<file path="src/rtl/regex_pkg.sv">
// ---------------------------------------------------------------------------
// regex_pkg
//
// Shared definitions for the regex engine leaf elements.
//   - state_t and the IDLE/SAMPLE/EVAL/DONE encodings for the matcher FSM
//   - ASCII constants used by case folding
//   - to_lower(): maps 'A'..'Z' onto 'a'..'z' and leaves every other code alone
// ---------------------------------------------------------------------------
package regex_pkg;

    typedef logic [1:0] state_t;

    localparam state_t IDLE   = 2'd0;
    localparam state_t SAMPLE = 2'd1;
    localparam state_t EVAL   = 2'd2;
    localparam state_t DONE   = 2'd3;

    localparam logic [7:0] CH_A_UP  = 8'h41;
    localparam logic [7:0] CH_Z_UP  = 8'h5A;
    localparam logic [7:0] CASE_BIT = 8'h20;

    // Only the upper-case letters move; '[' (8'h5B) and '@' (8'h40) stay put.
    function automatic logic [7:0] to_lower(input logic [7:0] c);
        if ((c >= CH_A_UP) && (c <= CH_Z_UP)) begin
            return c | CASE_BIT;
        end
        return c;
    endfunction

endpackage

</file>
<file path="src/rtl/char_class_cmp.sv">
// ---------------------------------------------------------------------------
// char_class_cmp
//
// Purely combinational character-class test: is c inside LO..HI (inclusive,
// unsigned), optionally after case folding, optionally negated.
// LO > HI is an empty class, so match is 0 (1 when negated).
//
// Ports
//   c      in   WIDTH  character under test
//   match  out  1      class membership result (after NEGATE)
// ---------------------------------------------------------------------------
module char_class_cmp
    import regex_pkg::*;
#(
    parameter int unsigned      WIDTH     = 8,
    parameter logic [WIDTH-1:0] LO        = 8'h61,
    parameter logic [WIDTH-1:0] HI        = 8'h61,
    parameter bit               NEGATE    = 1'b0,
    parameter bit               CASE_FOLD = 1'b0
) (
    input  logic [WIDTH-1:0] c,
    output logic             match
);

    logic [WIDTH-1:0] c_f;
    logic [WIDTH-1:0] lo_f;
    logic [WIDTH-1:0] hi_f;
    logic             in_range;

    generate
        if (WIDTH == 8) begin : g_w8
            assign c_f  = CASE_FOLD ? to_lower(c)  : c;
            assign lo_f = CASE_FOLD ? to_lower(LO) : LO;
            assign hi_f = CASE_FOLD ? to_lower(HI) : HI;
        end else begin : g_wide
            // Wider alphabets: fold the same ASCII letter range, zero-extended.
            localparam logic [WIDTH-1:0] AUp = WIDTH'(CH_A_UP);
            localparam logic [WIDTH-1:0] ZUp = WIDTH'(CH_Z_UP);
            localparam logic [WIDTH-1:0] CBit = WIDTH'(CASE_BIT);

            function automatic logic [WIDTH-1:0] fold_w(input logic [WIDTH-1:0] v);
                if ((v >= AUp) && (v <= ZUp)) begin
                    return v | CBit;
                end
                return v;
            endfunction

            assign c_f  = CASE_FOLD ? fold_w(c)  : c;
            assign lo_f = CASE_FOLD ? fold_w(LO) : LO;
            assign hi_f = CASE_FOLD ? fold_w(HI) : HI;
        end
    endgenerate

    assign in_range = (c_f >= lo_f) && (c_f <= hi_f);
    assign match    = NEGATE ? ~in_range : in_range;

endmodule

</file>
<file path="src/rtl/char_match.sv">
// ---------------------------------------------------------------------------
// char_match
//
// Single-character matcher, leaf element of the regex engine. After reset is
// released the FSM walks IDLE -> SAMPLE -> EVAL -> DONE: x is captured in
// SAMPLE, the class result is registered in EVAL, and DONE holds rdy=1 with
// y frozen until the next reset. rdy and y load on the same edge, so y never
// changes while rdy is high.
//
// Ports
//   clk    in   1      system clock, rising edge
//   reset  in   1      asynchronous active-low reset
//   rdy    out  1      result valid, held until the next reset
//   x      in   WIDTH  character under test, stable from reset release to rdy
//   y      out  1      match result, meaningful while rdy=1
// ---------------------------------------------------------------------------
module char_match
    import regex_pkg::*;
#(
    parameter int unsigned      WIDTH     = 8,
    parameter logic [WIDTH-1:0] LO        = 8'h61,
    parameter logic [WIDTH-1:0] HI        = 8'h61,
    parameter bit               NEGATE    = 1'b0,
    parameter bit               CASE_FOLD = 1'b0
) (
    input  logic             clk,
    input  logic             reset,
    output logic             rdy,
    input  logic [WIDTH-1:0] x,
    output logic             y
);

    state_t           state_q, state_d;
    logic [WIDTH-1:0] x_q, x_d;
    logic             y_q, y_d;
    logic             rdy_q, rdy_d;
    logic             match;

    char_class_cmp #(
        .WIDTH     (WIDTH),
        .LO        (LO),
        .HI        (HI),
        .NEGATE    (NEGATE),
        .CASE_FOLD (CASE_FOLD)
    ) u_cmp (
        .c     (x_q),
        .match (match)
    );

    always_comb begin
        state_d = state_q;
        x_d     = x_q;
        y_d     = y_q;
        rdy_d   = rdy_q;
        case (state_q)
            IDLE: begin
                state_d = SAMPLE;
            end
            SAMPLE: begin
                x_d     = x;
                state_d = EVAL;
            end
            EVAL: begin
                y_d     = match;
                rdy_d   = 1'b1;
                state_d = DONE;
            end
            DONE: begin
                // Terminal: only reset starts a new evaluation.
                state_d = DONE;
            end
            default: begin
                state_d = IDLE;
            end
        endcase
    end

    always_ff @(posedge clk or negedge reset) begin
        if (!reset) begin
            state_q <= IDLE;
            x_q     <= '0;
            y_q     <= 1'b0;
            rdy_q   <= 1'b0;
        end else begin
            state_q <= state_d;
            x_q     <= x_d;
            y_q     <= y_d;
            rdy_q   <= rdy_d;
        end
    end

    assign rdy = rdy_q;
    assign y   = y_q;

endmodule

</file>
<file path="config.mk">
export PLATFORM = sky130hd
export DESIGN_NAME = char_match
export DESIGN_NICKNAME = d
export VERILOG_FILES = /design/src/rtl/regex_pkg.sv /design/src/rtl/char_class_cmp.sv /design/src/rtl/char_match.sv
export SDC_FILE = /design/constraint.sdc
export NUM_CORES = 1
export LEC_CHECK = 0
export CAP_MARGIN = 20
export CORE_AREA = 8 8 45 47
export DETAILED_ROUTE_END_ITERATION = 10
export DIE_AREA = 0 0 53 55
export GPL_TIMING_DRIVEN = 0
export PLACE_DENSITY_LB_ADDON = 0.05
export SYNTH_ARGS = -nofsm -noshare
export SYNTH_HDL_FRONTEND = slang
export SYNTH_SLANG_ARGS = --single-unit
</file>
<file path="constraint.sdc">
create_clock -name clk -period 1.35 [get_ports clk]
set_clock_uncertainty 0.1 [all_clocks]
set_input_delay 0.2025 -clock clk [delete_from_list [all_inputs] [get_ports clk]]
set_output_delay 0.2025 -clock clk [all_outputs]
set_load 0.02 [all_outputs]
</file>
# ---- Word-level counts from Yosys, hierarchy flattened
# Index checks and enable logic that the tools add are counted.
dict set report word_totals {
  reg_bits 12
  in_bits 10
  out_inout_bits 2
  elab_cells 13
}
dict set report classes {
  n_lt_le_gt_ge 2
  n_eq_ne 3
  mux 1
  n_reduce_logical 3
}
# cell n
set op_table {}
lappend op_table {{greater-or-equal comparator 8 x 7 -> 1 bit, second input constant} 1}
lappend op_table {{less-or-equal comparator 8 x 7 -> 1 bit, second input constant} 1}
lappend op_table {{one-hot mux 2 bit (3 select lines)} 1}
lappend op_table {{== test 2 bit, second input constant} 2}
lappend op_table {{== test 2 x 1 -> 1 bit, second input constant} 1}
lappend op_table {{logical NOT 2 bit} 1}
lappend op_table {{OR reduction 2 bit} 1}
lappend op_table {{logical AND 1 bit} 1}

# ---- Logic depth before layout (Yosys ltp)
dict set report logic_depth {
  ltp_word 3
  mapped_depth 3
  depth_no_buf 3
}

# ---- Hierarchy
# From an unflattened synthesis, not the netlist that was laid out.
dict set report unflattened {
  cells_unflattened 29
  hier_area_um2 491.7
}
# module instances cells_each area_per_inst_um2
set by_module_without_submodules {}
lappend by_module_without_submodules {char_match 1 26 467.9}
lappend by_module_without_submodules {char_class_cmp 1 3 23.8}

# ---- Worst setup path before layout
# Ideal clock, no wire load.
dict set report synth_path {
  kind {register -> register}
  startpoint {register state_q[1]}
  endpoint {register x_q[0]}
  setup_time_ps 125
  arrival_time_ps 936
  required_time_ps 1125
  path_slack_ps 189
  path_stages_with_launch 4
  path_cell_list {dfrtp_1 > nor2b_4 > buf_6 > mux2_4}
}
dict set report synth_between {
  elab_chain_cells 1
}
# element line
set synth_rtl {}
lappend synth_rtl {{from (decl)} char_match.sv:33} ;# state_t state_q, state_d;
lappend synth_rtl {{from (signal assigned)} char_match.sv:85} ;# state_q <= state_d;
lappend synth_rtl {{== test 2 x 1 -> 1 bit} char_match.sv:55} ;# case (state_q)
lappend synth_rtl {{to (signal assigned)} char_match.sv:81} ;# x_q <= '0;
lappend synth_rtl {{to (signal assigned)} char_match.sv:86} ;# x_q <= x_d;
lappend synth_rtl {{to (decl)} char_match.sv:34} ;# logic [WIDTH-1:0] x_q, x_d;
# No other way between the ends.
# A chain may end at the register's enable or synchronous reset.

# ---- Final worst setup path
dict set report layout_path {
  startpoint {register y_q (netlist: y)}
  endpoint {output y}
}
# element line
set layout_rtl {}
lappend layout_rtl {{from (decl)} char_match.sv:35} ;# logic y_q, y_d;
lappend layout_rtl {{from (signal assigned)} char_match.sv:87} ;# y_q <= y_d;
lappend layout_rtl {{to (decl)} char_match.sv:30} ;# output logic y
# No word-level cell between the ends.

==> impl_metrics.py <==
metrics = {
    "status": {
        "status": "finished clean",
    },
    "timing": {
        "setup_tns_ns": 0,
        "finalCritPeriodShare": 0.947,
        "fin_ws_ns": 0.0722,
        "relSlewSlack": 0.662,
        "fmax_mhz": 783,
        "slew_viol_final": 0,
        "worst_slew_pin_slew_ns": 0.506,
        "rsz0062_at_grt": "no",
        "finalSetupViolations": 0,
        "period_needed_ns": 1.28,
        "finalHoldViolCount": 0,
    },
    "detailed_routing": {
        "postRouteAntennaNets": 0,
        "initialDrtViolationCount": 7,
        "vias_per_cell": 4.61,
        "drc": 0,
        "routedWlPerCell_microns": 13.9,
        "vias": 286,
        "drt-total-wl_microns": 860,
        "drtPass1Iterations": 2,
    },
    "min_path": {
        "hold_path.class": "in -> async",
    },
    "finish": {
        "antenna_cells": 0,
        "final_cell_mix": "dfrtp_1, clkdlybuf4s50_1, mux2_4, clkbuf_4",
        "utilization": 0.480,
        "drive_gt1_frac": 0.326,
        "areaGrowthSynthToFinish_pct": 32.7,
        "fin_cells": 62,
        "layout_commonest_cell": "dfrtp_1",
        "fillers": 121,
        "nets": 57,
    },
    "die": {
        "coreArea_sq_mm": 0.00138,
        "fp.dieH_microns": 55,
        "die_w_microns": 53,
        "ios": 12,
        "die-area_sq_mm": 0.00292,
        "num_rows": 14,
        "initial_core_util": 0.362,
    },
    "worst_setup_path": {
        "end_kind": "output port",
        "critPathBufInv": 1,
        "crit_family": "flip-flops",
        "critPathLaunchType": "flop",
        "cp_max_fo": 2,
        "r2r-end": "x_q[1]$_DFFE_PN0N_",
        "crit_required_ns": 1.05,
        "cp_slowest_stage_delay_ns": 0.38,
        "arrival_ns": 0.98,
        "rr_worst_depth": 3,
        "path_cells": "dlygate4sd2_1",
        "cp_slowest_cell": "dfrtp_1",
        "critPathKind": "reg -> out",
        "worst_r2r_startpoint": "state_q[1]$_DFF_PN0_",
        "reg2reg_setup_slack_ns": 0.13,
    },
    "clocking": {
        "clock_tree.root_cell": "clkbuf_4",
        "cts_inserted_buffers": 3,
        "cts_hold_buf": 0,
        "clock-sinks": 12,
        "clock_latency_ns": 0.27,
        "cts.htree.levels": 1,
        "cts_tree": "built",
        "clockBufferDepth": 2,
        "clkSlewWorstSetupHoldPaths_ns": 0.07,
    },
    "placed_design": {
        "globalplace.congestion": 0.641,
        "place_inst": 58,
        "hpwl_microns": 633,
        "io_buffer_count": 11,
        "dp_slack_ns": 0.115,
    },
    "power": {
        "leakagePower_nw": 0.283,
        "power_density_mw_per_mm2": 1070,
        "vdd_drop_max_mv": 0.512,
    },
    "synth": {
        "synth.avg_cell_area_sq_um": 16.1,
        "synth.distinct_cells": 12,
        "postSynthRegisterBits": 12,
        "syn-num-nets": 41,
        "synthTopCellsByArea": "dfrtp_1, mux2_4, nor2b_4",
        "syn_area_sq_um": 500,
        "ys_seq_area_frac": 0.600,
        "yosys_warnings": 0,
        "syn_inst": 31,
        "yosysTopAreaCellShare": 0.600,
        "synth_top_cell_by_area": "dfrtp_1",
    },
    "grt": {
        "grt-ovfl-total": 0,
        "grt_max_degree": 13,
        "grt_antenna_before_repair": 0,
        "grt_first_pass_wirelength_microns": 1440,
        "grt_usage": 0.0707,
        "grt_pass1_vias": 297,
    },
    "run": {
        "maxCapViolCount": 0,
    },
}
[stage by stage]
step	area (sq um)	total power [W]	hold WS (ns)
finish	664	0.000713	0.166
global route	664	0.000750	0.206
CTS	664	0.000721	0.178
detailed placement	631	0.000439	0.370
global placement	631	0.000437	0.351
floorplan	500	0.000403	-0.193
[per-layer routing]
layer	global-route usage	wire (microns)	share of wire
met1	0.0862	384	0.45
met2	0.0996	395	0.46
met3	0.0348	65	0.076
met4	0.0388	14	0.016
met5	0	0	0
[power by group]
part / switching, W / internal [W] / leakage, nW
combinational: 0.0000136 / 0.0000401 / 0.128
clock: 0.000117 / 0.000164 / 0.0210
sequential: 0.00000698 / 0.000371 / 0.133
[worst max path at each step]
stage	start	end	cells after the start
final	y$_DFFE_PN0N_	y	1
after floorplan	state_q[1]$_DFF_PN0_	x_q[0]$_DFFE_PN0N_	3
after global routing	y$_DFFE_PN0N_	y	1
after global placement	y$_DFFE_PN0N_	y	1
after CTS	y$_DFFE_PN0N_	y	1
after detailed placement	y$_DFFE_PN0N_	y	1
[registers in the layout, indices dropped and copies added (netlist names)]
signal / cells
rdy: 1
state_q: 2
x_q: 8
y: 1
[Yosys cell counts (all sizes together)]
| library cell | number |
|---|---|
| buf | 1 |
| dfrtp | 12 |
| inv | 1 |
| mux2 | 8 |
| nand2 | 2 |
| nand2b | 1 |
| nor2b | 1 |
| nor4b | 1 |
| nor4bb | 1 |
| o21ai | 1 |
| or2 | 1 |
| or2b | 1 |
[kinds of logic (layout without fill, tap and decap cells)]
kind of cell           count (synthesis)  after routing  share of synthesized area
DFF                                   12             12                      0.600
muxes                                  8              8                      0.240
and+or+nand+nor                        8              8                      0.120
buffers and inverters                  2             17                     0.0300
AOI/OAI and AO/OA                      1              1                    0.00999
[timing repair]
item | in CTS | in global routing
resized for setup | 2 | 0
setup endpoints to repair | 2 | 0
buffers inserted | 0 | 0
endpoints found under the hold margin | 0 | 0
[final cells by class]
type | instances | area, sq um | area share
multi-input combinational | 17 | 185 | 0.279
inverter | 1 | 3.75 | 0.00565
tap | 16 | 20.0 | 0.0301
timing repair buffer | 11 | 108 | 0.162
clock buffer | 4 | 36.3 | 0.0546
buffer | 1 | 11.3 | 0.0169
sequential | 12 | 300 | 0.452
No activity file was read; power rests on OpenSTA's default activity.
